===== config.mk =====
export PLATFORM = sky130hd
export DESIGN_NAME = jpeg_stream_packer
export DESIGN_NICKNAME = d
export VERILOG_FILES = /design/src/rtl/jpeg_stream_packer.sv
export SDC_FILE = /design/constraint.sdc
export NUM_CORES = 1
export LEC_CHECK = 0
export BUFFER_PORTS_ARGS = -buffer_cell sky130_fd_sc_hd__buf_2
export CAP_MARGIN = 20
export CORE_MARGIN = 2
export CORE_UTILIZATION = 30
export DETAILED_ROUTE_END_ITERATION = 8
export PLACE_DENSITY = 0.45
export RECOVER_POWER = 50
export SKIP_LAST_GASP = 1
export SLEW_MARGIN = 20
export SYNTH_ARGS = -nofsm -noshare
export SYNTH_HDL_FRONTEND = slang
export SYNTH_SLANG_ARGS = --single-unit

===== constraint.sdc =====
create_clock -name clk -period 6.3 [get_ports clk]
set_input_delay 0.945 -clock clk [delete_from_list [all_inputs] [get_ports clk]]
set_output_delay 0.945 -clock clk [all_outputs]
set_load 0.05 [all_outputs]

===== src/rtl/jpeg_stream_packer.sv =====
// jpeg_stream_packer
//   Takes IN_W-bit words from the JPEG encoder, queues them in a small FIFO,
//   serialises them MSB-first into bytes, inserts 0x00 after every 0xFF data
//   byte (when STUFF_EN=1), pads the final partial byte with 1s and repacks
//   the byte stream into OUT_W-bit words with valid/ready flow control.
//
// Ports
//   clk, rst            clock (rising edge), async active-low reset
//   enable              0 = synchronous clear of every piece of state
//   in_data/in_valid    full input word push
//   in_eof/in_eof_bits  final word push, in_eof_bits valid MSBs (0..IN_W)
//   out_data/out_keep   packed output, first byte / lane in the MSBs
//   out_valid/out_ready output handshake
//   out_last            last word of the image
//   level, overflow     FIFO occupancy, sticky "word dropped on full FIFO"
//   dbg_state           byte engine state (IDLE=0, SHIFT=1, STUFF=2, FLUSH=3)
//
// Handshake: a word transfers on every rising edge where out_valid and
// out_ready are both 1. Once out_valid is raised, out_data/out_keep/out_last
// hold and out_valid stays high until that transfer (or reset / enable=0).
module jpeg_stream_packer #(
  parameter int IN_W     = 32,
  parameter int OUT_W    = 8,
  parameter int DEPTH    = 16,
  parameter bit STUFF_EN = 1'b1
) (
  input  logic                     clk,
  input  logic                     rst,
  input  logic                     enable,
  input  logic [IN_W-1:0]          in_data,
  input  logic                     in_valid,
  input  logic                     in_eof,
  input  logic [$clog2(IN_W):0]    in_eof_bits,
  output logic [OUT_W-1:0]         out_data,
  output logic [OUT_W/8-1:0]       out_keep,
  output logic                     out_valid,
  input  logic                     out_ready,
  output logic                     out_last,
  output logic [$clog2(DEPTH):0]   level,
  output logic                     overflow,
  output logic [1:0]               dbg_state
);

  localparam int LANES = OUT_W / 8;
  localparam int BYTES = IN_W / 8;
  localparam int AW    = $clog2(DEPTH);
  localparam int EBW   = $clog2(IN_W) + 1;
  localparam int NBW   = $clog2(BYTES) + 1;
  localparam int LCW   = $clog2(LANES) + 1;
  localparam int EW    = IN_W + 1 + NBW;

  localparam logic [1:0] S_IDLE  = 2'd0;
  localparam logic [1:0] S_SHIFT = 2'd1;
  localparam logic [1:0] S_STUFF = 2'd2;
  localparam logic [1:0] S_FLUSH = 2'd3;

  // ---------------------------------------------------------------- FIFO
  logic [EW-1:0]   mem_q [DEPTH];
  logic [AW-1:0]   wr_ptr_q, wr_ptr_d, rd_ptr_q, rd_ptr_d;
  logic [AW:0]     count_q, count_d;
  logic            overflow_q, overflow_d;
  logic            push_req, push_ok, pop, fifo_full, fifo_empty;
  logic [EBW:0]    eof_sum;
  logic [NBW-1:0]  push_nb;
  logic [IN_W-1:0] eof_fill;
  logic [EW-1:0]   wr_entry, rd_entry;
  logic [IN_W-1:0] rd_data;
  logic            rd_eof;
  logic [NBW-1:0]  rd_nb;

  assign fifo_full  = (count_q == (AW+1)'(DEPTH));
  assign fifo_empty = (count_q == '0);
  assign push_req   = enable && (in_valid || in_eof);
  // A push into a full FIFO still lands when the byte engine pops the same cycle.
  assign push_ok    = push_req && (!fifo_full || pop);

  // nbytes = ceil(bits/8); all bits below the valid MSBs become 1 so the
  // last partial byte is padded with 1s before the stuffing check sees it.
  assign eof_sum  = {1'b0, in_eof_bits} + (EBW+1)'(7);
  assign push_nb  = in_eof ? NBW'(eof_sum >> 3) : NBW'(BYTES);
  assign eof_fill = in_data | ({IN_W{1'b1}} >> in_eof_bits);
  assign wr_entry = {(in_eof ? eof_fill : in_data), in_eof, push_nb};

  assign rd_entry = mem_q[rd_ptr_q];
  assign rd_data  = rd_entry[EW-1 -: IN_W];
  assign rd_eof   = rd_entry[NBW];
  assign rd_nb    = rd_entry[NBW-1:0];

  always_comb begin
    wr_ptr_d   = wr_ptr_q;
    rd_ptr_d   = rd_ptr_q;
    count_d    = count_q;
    overflow_d = overflow_q;
    if (push_ok) wr_ptr_d = wr_ptr_q + AW'(1);
    if (pop)     rd_ptr_d = rd_ptr_q + AW'(1);
    case ({push_ok, pop})
      2'b10:   count_d = count_q + (AW+1)'(1);
      2'b01:   count_d = count_q - (AW+1)'(1);
      default: count_d = count_q;
    endcase
    if (push_req && !push_ok) overflow_d = 1'b1;
    if (!enable) begin
      wr_ptr_d   = '0;
      rd_ptr_d   = '0;
      count_d    = '0;
      overflow_d = 1'b0;
    end
  end

  // Storage needs no reset: occupancy is tracked by the pointers/count.
  always_ff @(posedge clk) begin
    if (push_ok) mem_q[wr_ptr_q] <= wr_entry;
  end

  // --------------------------------------------------- byte engine + packer
  logic [1:0]       state_q, state_d;
  logic [IN_W-1:0]  sh_q, sh_d;
  logic [NBW-1:0]   rem_q, rem_d;
  logic             eof_q, eof_d;
  logic [OUT_W-1:0] pk_data_q, pk_data_d;
  logic [LCW-1:0]   pk_cnt_q, pk_cnt_d;
  logic [OUT_W-1:0] out_data_q, out_data_d;
  logic [LANES-1:0] out_keep_q, out_keep_d;
  logic             out_valid_q, out_valid_d;
  logic             out_last_q, out_last_d;

  logic             can_accept, byte_vld, flush_go, word_done;
  logic [7:0]       byte_val;
  logic [OUT_W-1:0] new_word;
  logic [LANES-1:0] flush_keep;

  // The output register is the only hand-off point, so a new byte (or the
  // flush word) may only move when it is empty or being drained this cycle.
  assign can_accept = !out_valid_q || out_ready;

  always_comb begin
    state_d     = state_q;
    sh_d        = sh_q;
    rem_d       = rem_q;
    eof_d       = eof_q;
    pk_data_d   = pk_data_q;
    pk_cnt_d    = pk_cnt_q;
    out_data_d  = out_data_q;
    out_keep_d  = out_keep_q;
    out_valid_d = out_valid_q;
    out_last_d  = out_last_q;
    pop         = 1'b0;
    byte_vld    = 1'b0;
    byte_val    = 8'h00;
    flush_go    = 1'b0;
    word_done   = 1'b0;
    new_word    = pk_data_q;
    flush_keep  = '0;

    if (out_valid_q && out_ready) out_valid_d = 1'b0;

    case (state_q)
      S_IDLE: begin
        if (!fifo_empty) pop = 1'b1;
      end
      S_SHIFT: begin
        if (can_accept) begin
          byte_vld = 1'b1;
          byte_val = sh_q[IN_W-1 -: 8];
          sh_d     = sh_q << 8;
          rem_d    = rem_q - NBW'(1);
          if (STUFF_EN && (sh_q[IN_W-1 -: 8] == 8'hFF)) state_d = S_STUFF;
          else if (rem_q == NBW'(1))                   word_done = 1'b1;
        end
      end
      S_STUFF: begin
        if (can_accept) begin
          byte_vld = 1'b1;
          byte_val = 8'h00;
          if (rem_q == '0) word_done = 1'b1;
          else             state_d   = S_SHIFT;
        end
      end
      default: begin // S_FLUSH
        if (can_accept) begin
          flush_go = 1'b1;
          state_d  = S_IDLE;
        end
      end
    endcase

    // End of a word: close the image, or chain straight into the next word.
    if (word_done) begin
      if (eof_q)            state_d = S_FLUSH;
      else if (!fifo_empty) pop     = 1'b1;
      else                  state_d = S_IDLE;
    end

    if (pop) begin
      sh_d    = rd_data;
      rem_d   = rd_nb;
      eof_d   = rd_eof;
      // An empty eof word has no bytes; go straight to closing the image.
      state_d = (rd_eof && (rd_nb == '0)) ? S_FLUSH : S_SHIFT;
    end

    if (byte_vld) begin
      for (int i = 0; i < LANES; i++) begin
        if (pk_cnt_q == LCW'(i)) new_word[OUT_W-1-8*i -: 8] = byte_val;
      end
      if (pk_cnt_q == LCW'(LANES-1)) begin
        out_data_d  = new_word;
        out_keep_d  = '1;
        out_last_d  = 1'b0;
        out_valid_d = 1'b1;
        pk_data_d   = '0;
        pk_cnt_d    = '0;
      end else begin
        pk_data_d = new_word;
        pk_cnt_d  = pk_cnt_q + LCW'(1);
      end
    end

    for (int i = 0; i < LANES; i++) begin
      flush_keep[LANES-1-i] = (LCW'(i) < pk_cnt_q);
    end

    // The closing word always goes out, even with no lanes filled, so the
    // sink always sees a last marker.
    if (flush_go) begin
      out_data_d  = pk_data_q;
      out_keep_d  = flush_keep;
      out_last_d  = 1'b1;
      out_valid_d = 1'b1;
      pk_data_d   = '0;
      pk_cnt_d    = '0;
    end

    if (!enable) begin
      state_d     = S_IDLE;
      sh_d        = '0;
      rem_d       = '0;
      eof_d       = 1'b0;
      pk_data_d   = '0;
      pk_cnt_d    = '0;
      out_data_d  = '0;
      out_keep_d  = '0;
      out_valid_d = 1'b0;
      out_last_d  = 1'b0;
    end
  end

  always_ff @(posedge clk or negedge rst) begin
    if (!rst) begin
      wr_ptr_q    <= '0;
      rd_ptr_q    <= '0;
      count_q     <= '0;
      overflow_q  <= 1'b0;
      state_q     <= S_IDLE;
      sh_q        <= '0;
      rem_q       <= '0;
      eof_q       <= 1'b0;
      pk_data_q   <= '0;
      pk_cnt_q    <= '0;
      out_data_q  <= '0;
      out_keep_q  <= '0;
      out_valid_q <= 1'b0;
      out_last_q  <= 1'b0;
    end else begin
      wr_ptr_q    <= wr_ptr_d;
      rd_ptr_q    <= rd_ptr_d;
      count_q     <= count_d;
      overflow_q  <= overflow_d;
      state_q     <= state_d;
      sh_q        <= sh_d;
      rem_q       <= rem_d;
      eof_q       <= eof_d;
      pk_data_q   <= pk_data_d;
      pk_cnt_q    <= pk_cnt_d;
      out_data_q  <= out_data_d;
      out_keep_q  <= out_keep_d;
      out_valid_q <= out_valid_d;
      out_last_q  <= out_last_d;
    end
  end

  assign out_data  = out_data_q;
  assign out_keep  = out_keep_q;
  assign out_valid = out_valid_q;
  assign out_last  = out_last_q;
  assign level     = count_q;
  assign overflow  = overflow_q;
  assign dbg_state = state_q;

endmodule


# == After elaboration in Yosys (flattened, before gate mapping) ==
# Memories as Yosys holds them, arrays and structs flattened.
# Index checks and enable logic that the tools add are counted.
# W data, S select, Z words.
# word_totals
regBits,72
ramBits,576
input_bits,44
output_inout_bits,19
wordCells,135
mem_count,1
# mem_list
memory,words,word_bits,read_ports,rd_ports_with_merged_regs,wr,line_no,rtl
mem_q,16,36,1,0,1,58,logic [EW-1:0] mem_q [DEPTH];
# classes
n_addsub,7
order_cmp,1
n_eq_ne,15
shift,1
mux,76
bitwise,1
n_reduce_logical,19
# op_table
op,count
$mux W32,5
$mux W8,11
$mux W1,36
$or A32 B32 Y32,1
$shr A32 B6 Y32 const A,1
$mux W2,11
$mux W4,4
$mux W3,5
$ne A3 B1 Y1 const B,4
$pmux W5 S2,1
$add A4 B1 Y4 const B,2
$eq A8 B8 Y1 const B,1
$add A6 B3 Y6 const B,1
$logic_not A3 Y1,2
$ne A2 B1 Y1 const B,3
$pmux W2 S3,1
$add A5 B1 Y5 const B,1
$eq A5 B5 Y1 const B,1
$logic_and A1 B1 Y1,5
$logic_not A5 Y1,1
$mux W5,1
$sub A5 B1 Y5 const B,1
$eq A2 B1 Y1 const B,2
$eq A2 B2 Y1 const B,2
12 further kinds,17

# == Longest topological paths before layout ==
# logic_depth
depth_word,12
depth_mapped,17
depth_no_buf,15

# == Least setup slack after synthesis ==
# Ideal clock, no wire load.
# synth_path
path_type,register to register
startpoint,"reg state_q[0], in the netlist dbg_state[0]"
endpoint,mem mem_q[10][0] (netlist name) (enable)
setup_ps,397
arrival_ps,3219
required_ps,5903
path_slack_ps,2684
stages_incl_launch_ff,8
period_less_slack_ps,3616
cell_sequence,dfrtp_1 > inv_1 > ha_1 > nand2_1 > o31ai_4 > o21ai_0 > nor3b_1 > and2_1
# synth_between
elab_chain_cells,9
word_cells_on_any_way,12
classes_between,2 x eq/ne; 7 x mux; 3 x reduce/logical
# synth_lines
item,line_no,rtl
"start, declared",116,"logic [1:0] state_q, state_d;"
"start signal, assigned",269,state_q <= state_d;
$logic_not A2 Y1,157,case (state_q)
$mux W1,157,
$mux W1,190,else if (!fifo_empty) pop = 1'b1;
$mux W1,189,if (eof_q) state_d = S_FLUSH;
$mux W1 (*),188,if (word_done) begin
$logic_or A1 B1 Y1 (*),75,assign push_ok = push_req && (!fifo_full || pop);
$logic_and A1 B1 Y1 (*),75,
$mux W1 (*),112,if (push_ok) mem_q[wr_ptr_q] <= wr_entry;
$mux W1 (not written as such) (*),112,
"end, declared",58,
# Every way passes the cells marked *; elsewhere a longest branch is shown, timed or not.

# == Worst setup path after layout ==
# layout_path
startpoint,in in_eof
endpoint,mem mem_q[12][33] (netlist name) (data pin)
# layout_between
elab_chain_cells,1
# layout_lines
item,line_no,rtl
"start, declared",32,"input logic in_eof,"
$mux W32,82,"assign wr_entry = {(in_eof ? eof_fill : in_data), in_eof, push_nb};"
via wr_entry[33],66,"logic [EW-1:0] wr_entry, rd_entry;"
# The timed path passes the listed nets, and every way through them passes these cells.

==> metrics.csv <==
metric;value;unit
arrival;4930;ps
critPathKind;primary input to flip-flop;
die-height;295;µm
ctsHoldBuffers;0;
fin_ws;1720;ps
crit_start;in_eof;
synth_cells;1205;
antenna_found_initial;11;
clock_latency;610;ps
cts_buffers;71;
ys_seq_area_share;74.1;%
synthesis.area;0.0255;mm²
yosysWarnings;0;
crit_slowest_cell;nor2b_1;
grt_pass1_wl;94.8;mm
wl_per_cell;26.7;µm
synth_compound_area_share;3.86;%
muxShareOfSynthArea;16.0;%
synth.most_common_cell;edfxtp_1;
sw_frac_of_total;27.8;%
place_area;0.0271;mm²
crit_top_cell;nor2b_1;
design_area;0.0294;mm²
num_rows;106;
p_sw;3250;µW
synth-simple-area-share;3.26;%
fp.coreArea;0.0838;mm²
p_leak;0.00945;µW
synth_edf_count;576;
dp_hpwl;41.9;mm
crit_chain;clkbuf_1 > nor2b_1 > nor2b_1 > nor2b_1 > a21o_1;
pin_count;63;
finalSetupTns;0;ps
port_buffers;62;
final-setup-viol-count;0;
synth-adder-area-share;0.865;%
cp_num_buf_inv;1;
ys_types;56;
cts_resized;0;
hold_viol;0;
synthXorXnorAreaFrac;0.344;%
synth_nets;1266;
vias;12400;
via_per_inst;4.98;
p_clk_share;36.7;%
crit_fanout;23;
holdWs;496;ps
clock_sinks;639;
period_share;72.7;%
wl;66.5;mm
synth_top_area_share;68.0;%
root_buffer;clkbuf_16;
synth_largest_area_cell;edfxtp_1;
maxCapViolCount;4;
hold_path_class;flip-flop to flip-flop;
route.detailed.drc;0;
synth_top_family_by_area;multiplexers;
crit_required;6650;ps
grt_setup_unrepaired;false;
syn_to_final_growth;15.7;%
p_seq_share;42.9;%
slew_viol_final;142;
synth.top_cells.by_count;edfxtp_1 (576), mux4_2 (176), dfrtp_1 (63), nand2_1 (39);
pre_cts_ws;1960;ps
grtUsageTotal;15.5;%
layout-drive-gt1-share;27.5;%
gp_congestion;0.748;
layout_min_cycle_time;4580;ps
die_x;295;µm
syn_avg_cell_area;21.1;µm²
yosys_most_used_dff;edfxtp_1;
antenna_left;0;
fmax;0.218;GHz
async_reset_ff_share;9.86;%
holdCritStartpoint;sh_q[0];
cts_tree;done;
clk_pin_slew_worst_paths;60;ps
status;finished, violations left;
ir_drop;0.179;mV
initial_utilization;30.4;%
cts_max_level;3;
grt-ovfl-total;0;
power_per_cell_area;397;mW/mm²
cts_setup_buffers;0;
first_global_vias;12400;
ys_seq_elements;639;
critPathTopFamily;simple AND/OR/NAND/NOR gates;
skew;19.6;ps
finalNonFillerCells;2489;
diodes;0;
power_frac_comb;20.4;%
intPower;8440;µW
reg2reg_from;dbg_state[0];
grt_max_degree;67;
clockBufferDepth;3;
synth_area_leaders;edfxtp_1 (68%), mux4_2 (16%), dfrtp_1 (6.2%);
drt_iter0_drc;1068;
crit_path_end_kind;flip-flop;
die-area;0.0872;mm²
worstMarginPinSlew;3440;ps
placedCellCount;2361;
slew-limit-headroom;-129;%
first_pass_iters;5;
nNetsFinal;1361;
start_kind;primary input;
cpPeakStageDelay;1180;ps
violations;capacitance limit, slew limit;
[routing by layer]
metal | vias to the layer above | GRT usage, % | part of all wire [%]
li1 | 5239 | - | -
met1 | 6745 | 23.4 | 48
met4 | 2 | 4.53 | 2.1
met5 | - | 0 | 0.011
met2 | 318 | 22.7 | 45
met3 | 89 | 2.76 | 5.2
[final cells by class]
type | count | area, µm²
clock inverters | 46 | 553
well taps | 1134 | 1420
multi-input cells | 484 | 6180
inverters | 17 | 63.8
clock buffers | 82 | 1840
repair buffers | 87 | 503
fillers | 7882 | 54400
flip-flops and latches | 639 | 18900
[metrics by stage]
step	util [%]	power (µW)
after CTS	35.2	11900
final	35.1	11700
after detailed placement	32.4	7600
after global routing	35.1	12200
after floorplan	-	6750
after global placement	32.3	7590
[worst paths after layout]
kind / endpoint / depth (start not counted) / slack (ps)
worst max-delay path: mem_q[12][33] / 5 / 1720
worst min-delay path: sh_q[0] / 1 / 500
worst max register to register: mem_q[5][8] / 8 / 1740
worst min register to register: sh_q[0] / 1 / 500
max in group asynchronous: rd_ptr_q[3] / 2 / 2280
min in group asynchronous: level[0] / 2 / 1600
[worst register-to-register path: stages (launching register included)]
cell     delay [ps]
dfrtp_1         460
inv_1           110
ha_1            360
nand2_1         150
o31ai_1         910
o21ai_0         660
nor3b_1         560
and2_2          540
buf_4           460
[flip-flops by register name, indices dropped and copies added (netlist names)]
signal and cells:
dbg_state 2, eof_q 1, level 5, mem_q 576
out_data 8, out_keep 1, out_last 1, out_valid 1
overflow 1, rd_ptr_q 4, rem_q 3, sh_q 32
wr_ptr_q 4
[power by group through the flow]
stage / combinational (µW) / clock [µW] / sequential (µW)
floorplan: 1700 / 0 / 5050
global placement: 2480 / 0 / 5110
detailed placement: 2480 / 0 / 5110
CTS: 2490 / 4400 / 5030
global route: 2580 / 4540 / 5040
finish: 2390 / 4290 / 5020
[cells by family (layout without fill, tap and decap cells)]
| kind of cell | after synthesis | in the layout |
|---|---|---|
| DFF | 639 | 639 |
| muxes | 186 | 186 |
| and+or+nand+nor | 150 | 150 |
| AOI/OAI and AO/OA | 121 | 121 |
| buffers and inverters | 82 | 232 |
| adders and majority gates | 17 | 17 |
| xor gates and xnor gates | 10 | 10 |
[placed cells by master, fill, tap and decap left out, types with 4 or more instances in the layout]
cell	synthesis	layout
mux4_2	176	176
a221o_1	26	26
edfxtp_1	576	576
o21ai_0	16	16
buf_4	6	20
nor3_1	4	4
nand2b_1	8	8
nand3_1	8	8
ha_1	16	16
inv_1	17	17
dfrtp_1	63	59
nor2_1	11	11
clkinv_1	0	9
and3_1	5	5
clkinv_2	0	17
a21boi_0	4	4
bufinv_16	0	12
nor2b_1	33	33
buf_2	17	42
and2_1	21	4
clkbuf_1	33	32
mux2i_1	7	8
nand2_1	39	39
and2_2	0	10
o31ai_1	3	4
xnor2_1	9	9
nand4_1	4	4
a32o_1	8	8
a22o_1	10	10
a21oi_1	10	10
clkbuf_16	0	72
and2_0	1	6
a21o_1	25	25
Note: power is estimated with default switching activity, not from simulation.
